$ cat config.mk
export PLATFORM = sky130hd
export DESIGN_NAME = output_vc_tracker
export DESIGN_NICKNAME = d
export VERILOG_FILES = /design/src/rtl/router_pkg.sv /design/src/rtl/output_vc_slot.sv /design/src/rtl/output_vc_tracker.sv
export SDC_FILE = /design/constraint.sdc
export NUM_CORES = 1
export LEC_CHECK = 0
export CAP_MARGIN = 20
export CORE_MARGIN = 2
export CORE_UTILIZATION = 40
export DETAILED_ROUTE_END_ITERATION = 6
export PLACE_DENSITY = 0.75
export SYNTH_ARGS = -nofsm -noshare
export SYNTH_HDL_FRONTEND = slang
export SYNTH_SLANG_ARGS = --single-unit
$ cat constraint.sdc
create_clock -name clk -period 4.1 [get_ports clk]
set_input_delay 1.23 -clock clk [delete_from_list [all_inputs] [get_ports clk]]
set_output_delay 1.23 -clock clk [all_outputs]
set_load 0.02 [all_outputs]
$ cat src/rtl/router_pkg.sv
// Shared router types and default geometry for the output-VC tracking logic.
package router_pkg;

  localparam int unsigned ROUTER_NUM_PORTS = 5;
  localparam int unsigned ROUTER_NUM_VC    = 4;
  localparam int unsigned ROUTER_BUF_DEPTH = 4;

  typedef enum logic [1:0] {
    VC_IDLE   = 2'd0,
    VC_ACTIVE = 2'd1,
    VC_DRAIN  = 2'd2
  } vc_state_e;

endpackage

$ cat src/rtl/output_vc_slot.sv
// One output VC: allocation state plus downstream credit counter.
module output_vc_slot
  import router_pkg::*;
#(
  parameter int unsigned BUF_DEPTH = ROUTER_BUF_DEPTH,
  parameter int unsigned CRED_BITS = $clog2(BUF_DEPTH + 1)
) (
  input  logic                 clk_i,
  input  logic                 rst_ni,
  input  logic                 alloc_i,
  input  logic                 send_i,
  input  logic                 tail_i,
  input  logic                 credit_i,
  output logic                 avail_o,
  output logic                 credit_ok_o,
  output logic [CRED_BITS-1:0] count_o,
  output logic                 err_o
);

  localparam logic [CRED_BITS-1:0] FULL = CRED_BITS'(BUF_DEPTH);

  vc_state_e              state_q, state_d;
  logic [CRED_BITS-1:0]   cnt_q, cnt_d;
  logic                   send_ok;

  always_ff @(posedge clk_i or negedge rst_ni) begin
    if (!rst_ni) begin
      state_q <= VC_IDLE;
      cnt_q   <= FULL;
    end else begin
      state_q <= state_d;
      cnt_q   <= cnt_d;
    end
  end

  always_comb begin
    state_d = state_q;
    cnt_d   = cnt_q;
    err_o   = 1'b0;

    // An alloc+send to an IDLE VC sees state_q==IDLE, so the send is rejected here.
    send_ok = send_i && (state_q == VC_ACTIVE) && (cnt_q != '0);
    if (send_i && !send_ok)                 err_o = 1'b1;
    if (alloc_i && (state_q != VC_IDLE))    err_o = 1'b1;

    unique case ({send_ok, credit_i})
      2'b10: cnt_d = cnt_q - CRED_BITS'(1);
      2'b01: begin
        if (cnt_q == FULL) err_o = 1'b1;
        else               cnt_d = cnt_q + CRED_BITS'(1);
      end
      default: cnt_d = cnt_q;
    endcase

    unique case (state_q)
      VC_IDLE:   if (alloc_i)           state_d = VC_ACTIVE;
      VC_ACTIVE: if (send_ok && tail_i) state_d = VC_DRAIN;
      VC_DRAIN:  if (cnt_d == FULL)     state_d = VC_IDLE;
      default:                          state_d = VC_IDLE;
    endcase
  end

  assign avail_o     = (state_q == VC_IDLE);
  assign credit_ok_o = (state_q == VC_ACTIVE) && (cnt_q != '0);
  assign count_o     = cnt_q;

endmodule

$ cat src/rtl/output_vc_tracker.sv
// Tracks allocation state and downstream credits for every output VC of a router.
module output_vc_tracker
  import router_pkg::*;
#(
  parameter int unsigned NUM_PORTS = ROUTER_NUM_PORTS,
  parameter int unsigned NUM_VC    = ROUTER_NUM_VC,
  parameter int unsigned BUF_DEPTH = ROUTER_BUF_DEPTH,
  parameter int unsigned VC_BITS   = $clog2(NUM_VC),
  parameter int unsigned CRED_BITS = $clog2(BUF_DEPTH + 1)
) (
  input  logic                                       clk,
  input  logic                                       reset,
  input  logic [NUM_PORTS*NUM_VC-1:0]                vc_alloc,
  input  logic [NUM_PORTS-1:0]                       send_valid,
  input  logic [NUM_PORTS-1:0][VC_BITS-1:0]          send_vc,
  input  logic [NUM_PORTS-1:0]                       send_tail,
  input  logic [NUM_PORTS-1:0]                       credit_valid,
  input  logic [NUM_PORTS-1:0][VC_BITS-1:0]          credit_vc,
  output logic [NUM_PORTS*NUM_VC-1:0]                vc_availability,
  output logic [NUM_PORTS*NUM_VC-1:0]                credit_ok,
  output logic [NUM_PORTS*NUM_VC-1:0][CRED_BITS-1:0] credit_count,
  output logic                                       protocol_error
);

  localparam int unsigned NSLOT = NUM_PORTS * NUM_VC;

  logic [NSLOT-1:0] send_dec;
  logic [NSLOT-1:0] credit_dec;
  logic [NSLOT-1:0] slot_err;
  logic             err_q, err_d;

  always_comb begin
    send_dec   = '0;
    credit_dec = '0;
    for (int unsigned p = 0; p < NUM_PORTS; p++) begin
      for (int unsigned v = 0; v < NUM_VC; v++) begin
        send_dec[p*NUM_VC+v]   = send_valid[p]   && (send_vc[p]   == VC_BITS'(v));
        credit_dec[p*NUM_VC+v] = credit_valid[p] && (credit_vc[p] == VC_BITS'(v));
      end
    end
  end

  for (genvar p = 0; p < NUM_PORTS; p++) begin : g_port
    for (genvar v = 0; v < NUM_VC; v++) begin : g_vc
      output_vc_slot #(
        .BUF_DEPTH (BUF_DEPTH),
        .CRED_BITS (CRED_BITS)
      ) u_slot (
        .clk_i       (clk),
        .rst_ni      (reset),
        .alloc_i     (vc_alloc[p*NUM_VC+v]),
        .send_i      (send_dec[p*NUM_VC+v]),
        .tail_i      (send_tail[p]),
        .credit_i    (credit_dec[p*NUM_VC+v]),
        .avail_o     (vc_availability[p*NUM_VC+v]),
        .credit_ok_o (credit_ok[p*NUM_VC+v]),
        .count_o     (credit_count[p*NUM_VC+v]),
        .err_o       (slot_err[p*NUM_VC+v])
      );
    end
  end

  assign err_d = err_q | (|slot_err);

  always_ff @(posedge clk or negedge reset) begin
    if (!reset) err_q <= 1'b0;
    else        err_q <= err_d;
  end

  assign protocol_error = err_q;

endmodule

==> results of run 1 <==
[cells in the mapped netlist (11+ instances only)]
master	number	area, um^2
nor3_1	19	95.1
o31ai_1	19	143
a22oi_1	20	150
nor3b_1	16	120
o21ai_0	67	335
buf_4	40	300
nand2_1	53	199
a32o_1	17	170
nand2b_1	29	181
a21o_1	11	82.6
dfstp_2	20	526
nor2_1	56	210
a21oi_1	20	100
and3_1	28	175
ha_1	100	1250
nor2b_1	14	87.6
dfrtp_1	81	2030
a221o_1	14	140
mux2i_1	18	180
a211oi_1	25	188
inv_1	134	503
[state kept, by name, summed over array words and instances, names as in the netlist]
name,flops
g_port.g_vc.u_slot.count_o,60
g_port.g_vc.u_slot.state_q,40
protocol_error,1
[power by group through the flow]
| stage | combinational (mW) | sequential, mW | clock, mW |
|---|---|---|---|
| floorplan | 0.893 | 1.33 | 0 |
| global placement | 1.47 | 1.27 | 0 |
| detailed placement | 1.49 | 1.27 | 0 |
| CTS | 1.50 | 1.26 | 0.848 |
| global route | 1.63 | 1.28 | 0.893 |
| finish | 1.50 | 1.26 | 0.821 |
[repair_timing]
item	4_1_cts	5_1_grt
resized for setup	0	1
buffers inserted	0	0
endpoints found under the setup margin	0	1
[worst register-to-register path: cells and delay by family (launching register included)]
family,cells,cell delay [ns]
buf+inv,2,0.16
fa+ha+maj,2,0.49
simple gates,5,1.15
compound gates,2,1.07
flops,1,0.45
[cell families after synthesis]
| family | synth area share [%] |
|---|---|
| simple gates | 19.9 |
| compound gates | 19.9 |
| buf+inv | 10.3 |
| flops | 32.0 |
| fa+ha+maj | 15.7 |
| mux | 2.26 |
[through the flow]
| stage | instance area (um^2) | setup TNS, ns |
|---|---|---|
| after detailed placement | 9740 | -0.179 |
| after CTS | 10000 | 0 |
| after floorplan | 7970 | 0 |
| final | 10000 | 0 |
| after global placement | 9740 | 0 |
| after global routing | 10000 | 0 |
[worst paths after layout]
check,endpoint,startpoint,cells after the start
min in group asynchronous,g_port[3].g_vc[2].u_slot.count_o[1],reset,1
hold reg to reg,g_port[0].g_vc[2].u_slot.state_q[0],g_port[0].g_vc[2].u_slot.state_q[1],1
max in group asynchronous,g_port[0].g_vc[0].u_slot.count_o[2],reset,2
hold / removal,g_port[0].g_vc[2].u_slot.state_q[0],g_port[0].g_vc[2].u_slot.state_q[1],1
setup reg to reg,protocol_error,g_port[0].g_vc[1].u_slot.count_o[0],11
setup / recovery,protocol_error,send_vc[2],10
[layer usage]
layer / track usage [%] / share of wire, % / up-vias
li1: - / - / 3468
met1: 25.7 / 44 / 3338
met2: 33.5 / 47 / 208
met3: 5.41 / 6.8 / 29
met4: 5.44 / 2.3 / 0
met5: 0 / 0 / -
[final cells by class]
type / count / area (um^2) / area share, %
clock inverter: 3 / 20.0 / 0.200
sequential: 101 / 2550 / 25.5
tap: 265 / 332 / 3.31
multi-input combinational: 622 / 4600 / 45.9
clock buffer: 13 / 260 / 2.60
inverter: 134 / 503 / 5.02
timing repair buffer: 180 / 1750 / 17.5
==> summary.txt, run 1 <==
Clock network
  – CTS max path bufs: 2
  – CTS tree: done
  – Worst skew pair latency: 0.35 ns
  – Hold Buf Count CTS: 0
  – Clk pin slew, worst setup/hold paths: 0.07 ns
  – Clock sinks: 101
  – Deepest level of the CTS H-tree: 3
  – Root Buffer: clkbuf_16
  – CTS buffer count: 9

Synth
  – EDFF count, synth: 0
  – Main synth FF type: dfrtp_1
  – Seq cells post-synth: 101
  – Synthesized area per cell: 8.84 um^2
  – Cells after Synth: 901
  – Yosys synthesis warning count: 0
  – Count of different cell masters after synthesis: 51
  – Seq/Total Area, Yosys: 32.0%
  – Syn nets: 1058
  – Synthesized cell area: 7970 um^2
  – Ys async rst share: 100%

Critical path
  – Critical Path AT: 4.06 ns
  – WP buf/inv: 2
  – Crit-path leading delay family: simple AND/OR/NAND/NOR gates
  – Largest stage delay on the critical path: 0.52 ns
  – Critical path class: input port to flop
  – Startpoint class of the critical path: input port
  – Crit-path cells: clkdlybuf4s50_1 > or4_1 > nor2_1 > inv_1 > ha_1 > and3_1 > nor4b_1 > nand4_1 > a2111oi_1 > nand4b_1
  – CP max stage cell: or4_1
  – Data required time of the critical path: 4.32 ns
  – Largest driver fanout on the critical path: 5
  – FF-to-FF setup slack: 0.64 ns
  – Critical Path End Type: flop

Layout
  – Area growth from synthesis to layout: 25.8%
  – Share of cells above drive strength 1: 6.74%
  – Most frequent cells in the layout: clkdlybuf4s50_1 (156), inv_1 (134), ha_1 (100)
  – FILL cells: 1829
  – Commonest non-fill, non-tap cell in the layout: clkdlybuf4s50_1
  – Ant diodes: 0
  – Post-layout util: 51.3%
  – Nets: 1205
  – Non-filler instance count after layout: 1318

Power
  – Clock share of power: 23.0%
  – Sw Pwr: 1.33 mW
  – Flop pwr share: 35.2%
  – P per Cell Area: 357 nW/um^2
  – P_int: 2.25 mW
  – Sw frac: 37.1%
  – Peak supply drop: 0.000203 V
  – Combinational fraction of design power: 41.9%
  – Final Power: 3.57 mW
  – Pleak: 4.36 nW

Placement
  – Buffers on Ports: 157
  – GP Congestion: 0.893
  – Setup WS pre-CTS: -0.158 ns
  – # placed instances: 1302
  – DPL Wire Length: 16.9 mm

Floorplan
  – Number of I/O pins: 158
  – Die X: 145 um
  – Cell row count: 51
  – Core area: 19500 um^2
  – Die ar.: 21100 um^2
  – Die height: 145 um
  – Starting Density: 40.8%

Global route
  – Largest net degree at the start of global routing: 59
  – Vias in the first global route: 6871
  – Grt ovf: 0
  – GR Util All Layers: 20.1%
  – Initial antenna violation count: 0
  – First-pass GRT wire length: 34.4 mm

Run
  – Total of max-cap violations: 0

STA
  – Worst setup margin: 0.262 ns
  – Hold Violations, Final: 0
  – Fmax: 0.261 GHz
  – Worst slew pin tran: 0.693 ns
  – Worst hold margin: 0.497 ns
  – Final period utilization: 93.6%
  – Setup violators final: 0
  – RSZ-0062 raised after global routing: false
  – Pins Over Slew Limit: 0
  – Minimum clock period: 3.84 ns
  – Max transition margin: 53.5%
  – Setup Skew: 0.00576 ns

Routing
  – Vias per cell: 5.34
  – Post-route ant nets: 0
  – First DRT Iteration DRCs: 524
  – DRC: 0
  – Post-Route WL: 21.3 mm
  – Vias: 7043
  – Router iterations before antenna repair: 7
  – Drt wl/cell: 16.1 um

Outcome
  – Status: finished clean

Min path
  – HP Class: flop to flop
Power figures use the tool's default switching activity.
==> inputs of run 2 (changes only) <==
==> constraint.sdc (replaced) <==
create_clock -name clk -period 4.1 [get_ports clk]
set_input_delay 0.615 -clock clk [delete_from_list [all_inputs] [get_ports clk]]
set_output_delay 0.615 -clock clk [all_outputs]
set_load 0.02 [all_outputs]
==> summary.txt, run 2 (synthesis results as in run 1) <==
Floorplan
  – Starting Density: 40.8% (unchanged)
  – Die X: 145 um (unchanged)
  – Number of I/O pins: 158 (unchanged)
  – Die height: 145 um (unchanged)
  – Core area: 19500 um^2 (unchanged)
  – Die ar.: 21100 um^2 (unchanged)
  – Cell row count: 51 (unchanged)

Clock network
  – Clock sinks: 101 (unchanged)
  – Worst skew pair latency: 0.36 ns (about the same)
  – Deepest level of the CTS H-tree: 3 (unchanged)
  – CTS buffer count: 9 (unchanged)
  – Root Buffer: clkbuf_16
  – Setup Fix Bufs, Post-CTS: 0 (unchanged)
  – CTS tree: done
  – Post-CTS sizing: 0 (unchanged)
  – Hold Buf Count CTS: 0 (unchanged)
  – Clk pin slew, worst setup/hold paths: 0.07 ns (about the same)
  – CTS max path bufs: 2 (unchanged)

STA
  – Hold Violations, Final: 0 (unchanged)
  – Pins Over Slew Limit: 0 (unchanged)
  – Fmax: 0.289 GHz (+11%)
  – Minimum clock period: 3.46 ns (-0.380 ns)
  – Setup violators final: 0 (unchanged)
  – Total negative setup slack: 0 ns (unchanged)
  – Setup Skew: 0.00921 ns (+0.00345 ns)
  – RSZ-0062 raised after global routing: false
  – Final period utilization: 84.4% (-9.3 points)
  – Worst slew pin tran: 1.01 ns (+0.315 ns)
  – Worst hold margin: 0.270 ns (-0.228 ns)
  – Max transition margin: 31.1% (-22 points)

Critical path
  – Critical Path AT: 3.68 ns (-0.38 ns)
  – Crit-path leading delay family: simple AND/OR/NAND/NOR gates
  – Largest driver fanout on the critical path: 5 (unchanged)
  – Crit-path cells: inv_1 > ha_1 > nor2b_1 > or4_1 > nor2_1 > inv_1 > ha_1 > and3_1 > nor4b_1 > nand4_1 > a2111oi_0 > nand4b_1
  – Largest stage delay on the critical path: 0.50 ns (-0.02 ns)
  – Data required time of the critical path: 4.33 ns (about the same)
  – Critical path class: flop to flop
  – CP max stage cell: a2111oi_0
  – WP buf/inv: 2 (unchanged)
  – Startpoint class of the critical path: flop
  – Critical Path End Type: flop

Routing
  – Router iterations before antenna repair: 6 (-1)
  – DRC: 0 (unchanged)
  – Drt wl/cell: 15.9 um (-1.4%)
  – Post-route ant nets: 0 (unchanged)
  – Post-Route WL: 20.8 mm (-2.4%)
  – Vias: 6890 (-2.2%)
  – Vias per cell: 5.28 (-1.1%)
  – First DRT Iteration DRCs: 397 (-24%)

Layout
  – Most frequent cells in the layout: clkdlybuf4s50_1 (156), inv_1 (134), ha_1 (100)
  – Area of the multi-input gates: 4600 um^2 (about the same)
  – Commonest non-fill, non-tap cell in the layout: clkdlybuf4s50_1
  – FILL cells: 1871 (+2.3%)
  – Nets: 1191 (-1.2%)
  – Area growth from synthesis to layout: 24.6%
  – Share of cells above drive strength 1: 5.49% (-1.3 points)
  – Sequential cell area: 2550 um^2 (unchanged)
  – Max reg flops: 60 (unchanged)
  – Ant diodes: 0 (unchanged)

Power
  – Sw Pwr: 1.33 mW (+0.35%)
  – Flop pwr share: 34.3% (-0.9 points)
  – Clock share of power: 24.4% (+1.4 points)
  – P per Cell Area: 367 nW/um^2 (+3.0%)
  – Peak supply drop: 0.000247 V (+22%)
  – Pleak: 4.29 nW (-1.6%)
  – P_int: 2.32 mW (+3.0%)
  – Combinational fraction of design power: 41.3% (-0.6 points)
  – Sw frac: 36.5% (-0.61 points)

Placement
  – GP Congestion: 0.888 (-0.57%)
  – Buffers on Ports: 157 (unchanged)
  – DPL Wire Length: 16.6 mm (-1.7%)

Min path
  – HP Class: input port to async pin

Global route
  – First-pass GRT wire length: 33.9 mm (-1.5%)
  – GR Util All Layers: 19.7% (-0.40 points)
  – Largest net degree at the start of global routing: 48 (-19%)
  – Vias in the first global route: 6697 (-2.5%)
  – Grt ovf: 0 (unchanged)
  – Initial antenna violation count: 0 (unchanged)

Outcome
  – Status: finished clean

Run
  – Total of max-cap violations: 0 (unchanged)
## run 2: area by class of cell
| cell class | instances | area share (%) |
|---|---|---|
| multi-input cells | 622 | 46.3 |
| clock inverters | 3 | 0.454 |
| repair buffers | 166 | 16.5 |
| clock buffers | 13 | 2.62 |
| flip-flops and latches | 101 | 25.7 |
| well taps | 265 | 3.34 |
| inverters | 134 | 5.07 |
## run 2: routing by layer
| layer | up-vias | global-route usage, % | part of all wire [%] |
|---|---|---|---|
| met4 | 0 | 5.69 | 2.1 |
| met3 | 25 | 4.59 | 6.0 |
| met5 | - | 0 | 0 |
| met1 | 3254 | 25.5 | 45 |
| li1 | 3446 | - | - |
| met2 | 165 | 32.9 | 47 |
## run 2: power groups by stage
stage	Combinational [mW]	Clock [mW]	Sequential (mW)
after global placement	1.48	0	1.27
after floorplan	0.893	0	1.33
after detailed placement	1.50	0	1.27
after global routing	1.64	0.955	1.27
after CTS	1.51	0.915	1.25
final	1.50	0.891	1.25
## run 2: through the flow
step / worst slack, ns / instance area [um^2] / utilization, % / instances / power [mW]
after CTS: 0.592 / 9920 / 50.8 / 1304 / 3.68
after detailed placement: 0.343 / 9620 / 49.3 / 1288 / 2.77
final: 0.641 / 9920 / 50.8 / 1304 / 3.65
after global placement: 0.489 / 9620 / 49.3 / 1288 / 2.75
after floorplan: 0.843 / 7970 / - / 901 / 2.22
after global routing: 0.311 / 9920 / 50.8 / 1304 / 3.87
## run 2: worst paths after layout
kind                                                     start  slack [ns]                                   to  depth (start not counted)
max                        g_port[1].g_vc[2].u_slot.count_o[0]        0.64                       protocol_error                         12
min                                                      reset        0.27  g_port[3].g_vc[2].u_slot.count_o[1]                          1
max reg2reg                g_port[1].g_vc[2].u_slot.count_o[0]        0.64                       protocol_error                         12
min reg2reg                g_port[2].g_vc[0].u_slot.state_q[1]        0.50  g_port[2].g_vc[0].u_slot.state_q[0]                          1
max in group asynchronous                                reset        2.92  g_port[4].g_vc[0].u_slot.count_o[2]                          2
min in group clk           g_port[2].g_vc[0].u_slot.state_q[1]        0.50  g_port[2].g_vc[0].u_slot.state_q[0]                          1
==> inputs of run 3 (changes only) <==
Clock period 4.1 ns to 3.55 ns, I/O delays scaled along.
==> summary.txt, run 3 (synthesis results as in run 1) <==
Outcome
  – Status: finished clean

Floorplan
  – Cell row count: 51 (unchanged)
  – Die height: 145 um (unchanged)
  – Starting Density: 40.8% (unchanged)
  – Number of I/O pins: 158 (unchanged)
  – Die X: 145 um (unchanged)
  – Die ar.: 21100 um^2 (unchanged)
  – Core area: 19500 um^2 (unchanged)

Layout
  – Sequential cell area: 2550 um^2 (unchanged)
  – Area of the multi-input gates: 4600 um^2 (+0.14%)
  – Max reg flops: 60 (unchanged)
  – Nets: 1203 (+1.0%)
  – Commonest non-fill, non-tap cell in the layout: clkdlybuf4s50_1
  – Area growth from synthesis to layout: 26.1%
  – Share of cells above drive strength 1: 6.85% (+1.4 points)
  – Ant diodes: 0 (unchanged)
  – FILL cells: 1837 (-1.8%)
  – Most frequent cells in the layout: clkdlybuf4s50_1 (156), inv_1 (134), ha_1 (100)

Routing
  – First DRT Iteration DRCs: 449 (+13%)
  – Met3 routed WL: 1.57 mm (+27%)
  – Metal2 WL: 10.1 mm (+2.6%)
  – Top Layer Used: met4
  – Post-route ant nets: 0 (unchanged)
  – DRC: 0 (unchanged)
  – Drt wl/cell: 16.0 um (+0.58%)
  – Routed length on met1: 9.15 mm (-1.0%)
  – Vias: 7105 (+3.1%)
  – Post-Route WL: 21.1 mm (+1.5%)
  – Vias per cell: 5.40 (+2.2%)
  – Router iterations before antenna repair: 5 (-1)

Power
  – Sw Pwr: 1.55 mW (+17%)
  – Pleak: 4.37 nW (+1.8%)
  – P_int: 2.71 mW (+17%)
  – Final Power: 4.27 mW (+17%)
  – Sw frac: 36.4% (-0.15 points)
  – Combinational fraction of design power: 41.3% (about the same)
  – P per Cell Area: 425 nW/um^2 (+16%)
  – Flop pwr share: 33.7% (-0.6 points)
  – Clock share of power: 24.9% (+0.5 points)
  – Peak supply drop: 0.000244 V (-0.97%)

Critical path
  – Crit-path cells: inv_1 > ha_1 > nor2b_1 > or4_1 > nor2_1 > inv_1 > ha_1 > and3_1 > nor4b_1 > nand4_1 > a2111oi_2 > nand4b_1
  – Crit-path leading delay family: simple AND/OR/NAND/NOR gates
  – WP buf/inv: 2 (unchanged)
  – Largest driver fanout on the critical path: 5 (unchanged)
  – Startpoint class of the critical path: flop
  – Largest stage delay on the critical path: 0.46 ns (-0.04 ns)
  – Critical path depth in cells: 12 (unchanged)
  – CP max stage cell: a2111oi_2
  – Critical Path AT: 3.58 ns (-0.10 ns)
  – Register-to-Register Path Depth: 12 (unchanged)
  – Data required time of the critical path: 3.78 ns (-0.55 ns)
  – Critical path class: flop to flop
  – Critical Path End Type: flop

Clock network
  – Worst skew pair latency: 0.35 ns (about the same)
  – Deepest level of the CTS H-tree: 3 (unchanged)
  – Hold Buf Count CTS: 0 (unchanged)
  – CTS max path bufs: 2 (unchanged)
  – Root Buffer: clkbuf_16
  – Setup Fix Bufs, Post-CTS: 0 (unchanged)
  – Clock sinks: 101 (unchanged)
  – Clk pin slew, worst setup/hold paths: 0.07 ns (about the same)
  – CTS buffer count: 9 (unchanged)
  – CTS tree: done

STA
  – Max transition margin: 49.6% (+18 points)
  – Pins Over Slew Limit: 0 (unchanged)
  – Setup Skew: 0.00729 ns (-0.00192 ns)
  – Final period utilization: 94.5% (+10 points)
  – Hold Violations, Final: 0 (unchanged)
  – Worst slew pin tran: 0.737 ns (-0.270 ns)
  – RSZ-0062 raised after global routing: false
  – Fmax: 0.298 GHz (+3.1%)
  – Setup violators final: 0 (unchanged)
  – Minimum clock period: 3.35 ns (-0.105 ns)
  – Worst setup margin: 0.196 ns (-0.445 ns)

Placement
  – DPL Wire Length: 16.8 mm (+1.4%)
  – Buffers on Ports: 157 (unchanged)
  – Setup WS pre-CTS: -0.152 ns (-0.495 ns)
  – GP Congestion: 0.904 (+1.8%)

Global route
  – Largest net degree at the start of global routing: 54 (+13%)
  – Initial antenna violation count: 0 (unchanged)
  – First-pass GRT wire length: 33.8 mm (-0.43%)
  – Vias in the first global route: 6738 (+0.61%)
  – GR Util All Layers: 19.6% (-0.038 points)
  – Grt ovf: 0 (unchanged)

Min path
  – HP Class: input port to async pin

Run
  – Total of max-cap violations: 0 (unchanged)
[run 3: final timing paths]
kind / from / endpoint / slack (ns)
worst min-delay path: reset / g_port[2].g_vc[2].u_slot.count_o[1] / 0.22
max in group asynchronous: reset / g_port[3].g_vc[1].u_slot.count_o[2] / 2.55
worst max-delay path: g_port[1].g_vc[2].u_slot.count_o[0] / protocol_error / 0.20
min in group clk: g_port[0].g_vc[2].u_slot.state_q[1] / g_port[0].g_vc[2].u_slot.state_q[0] / 0.50
worst min register to register: g_port[0].g_vc[2].u_slot.state_q[1] / g_port[0].g_vc[2].u_slot.state_q[0] / 0.50
worst max register to register: g_port[1].g_vc[2].u_slot.count_o[0] / protocol_error / 0.20
[run 3: repair_timing]
item / in CTS / in global routing
endpoints found under the hold margin: 0 / 0
gates resized for setup: 0 / 2
setup endpoints to repair: 0 / 1
[run 3: area by class of cell]
class	instances	area share (%)
multi-input combinational	622	45.8
sequential	101	25.4
timing repair buffer	178	17.3
inverter	134	5.01
tap	265	3.30
clock buffer	9	2.24
clock inverter	7	0.897
[run 3: worst register-to-register path, stage by stage (launching register included)]
cell       delay, ns
dfrtp_1         0.43
inv_1           0.09
ha_1            0.24
nor2b_1         0.16
or4_1           0.44
nor2_1          0.16
inv_1           0.06
ha_1            0.22
and3_1          0.24
nor4b_1         0.33
nand4_1         0.26
a2111oi_2       0.46
nand4b_1        0.13
[run 3: power by group through the flow]
stage	Sequential, mW	Combinational [mW]	Clock [mW]
2_1_floorplan	1.54	1.03	0
3_3_place_gp	1.46	1.73	0
3_5_place_dp	1.46	1.76	0
4_1_cts	1.44	1.77	1.10
5_1_grt	1.46	1.91	1.15
6_report	1.44	1.76	1.06
[run 3: per-stage QoR]
| stage | instance area [um^2] | hold WS [ns] | utilization, % | setup TNS, ns | instances |
|---|---|---|---|---|---|
| after floorplan | 7970 | 0.237 | - | 0 | 901 |
| after global placement | 9720 | 0.484 | 49.8 | 0 | 1300 |
| after detailed placement | 9720 | 0.487 | 49.8 | -0.152 | 1300 |
| after CTS | 10000 | 0.252 | 51.4 | 0 | 1316 |
| after global routing | 10000 | 0.277 | 51.4 | 0 | 1316 |
| final | 10000 | 0.222 | 51.4 | 0 | 1316 |
[run 3: layer usage]
metal / track usage (%) / up-vias
li1: - / 3465
met1: 24.9 / 3413
met2: 33.5 / 209
met3: 5.57 / 18
met4: 3.97 / 0
met5: 0 / -
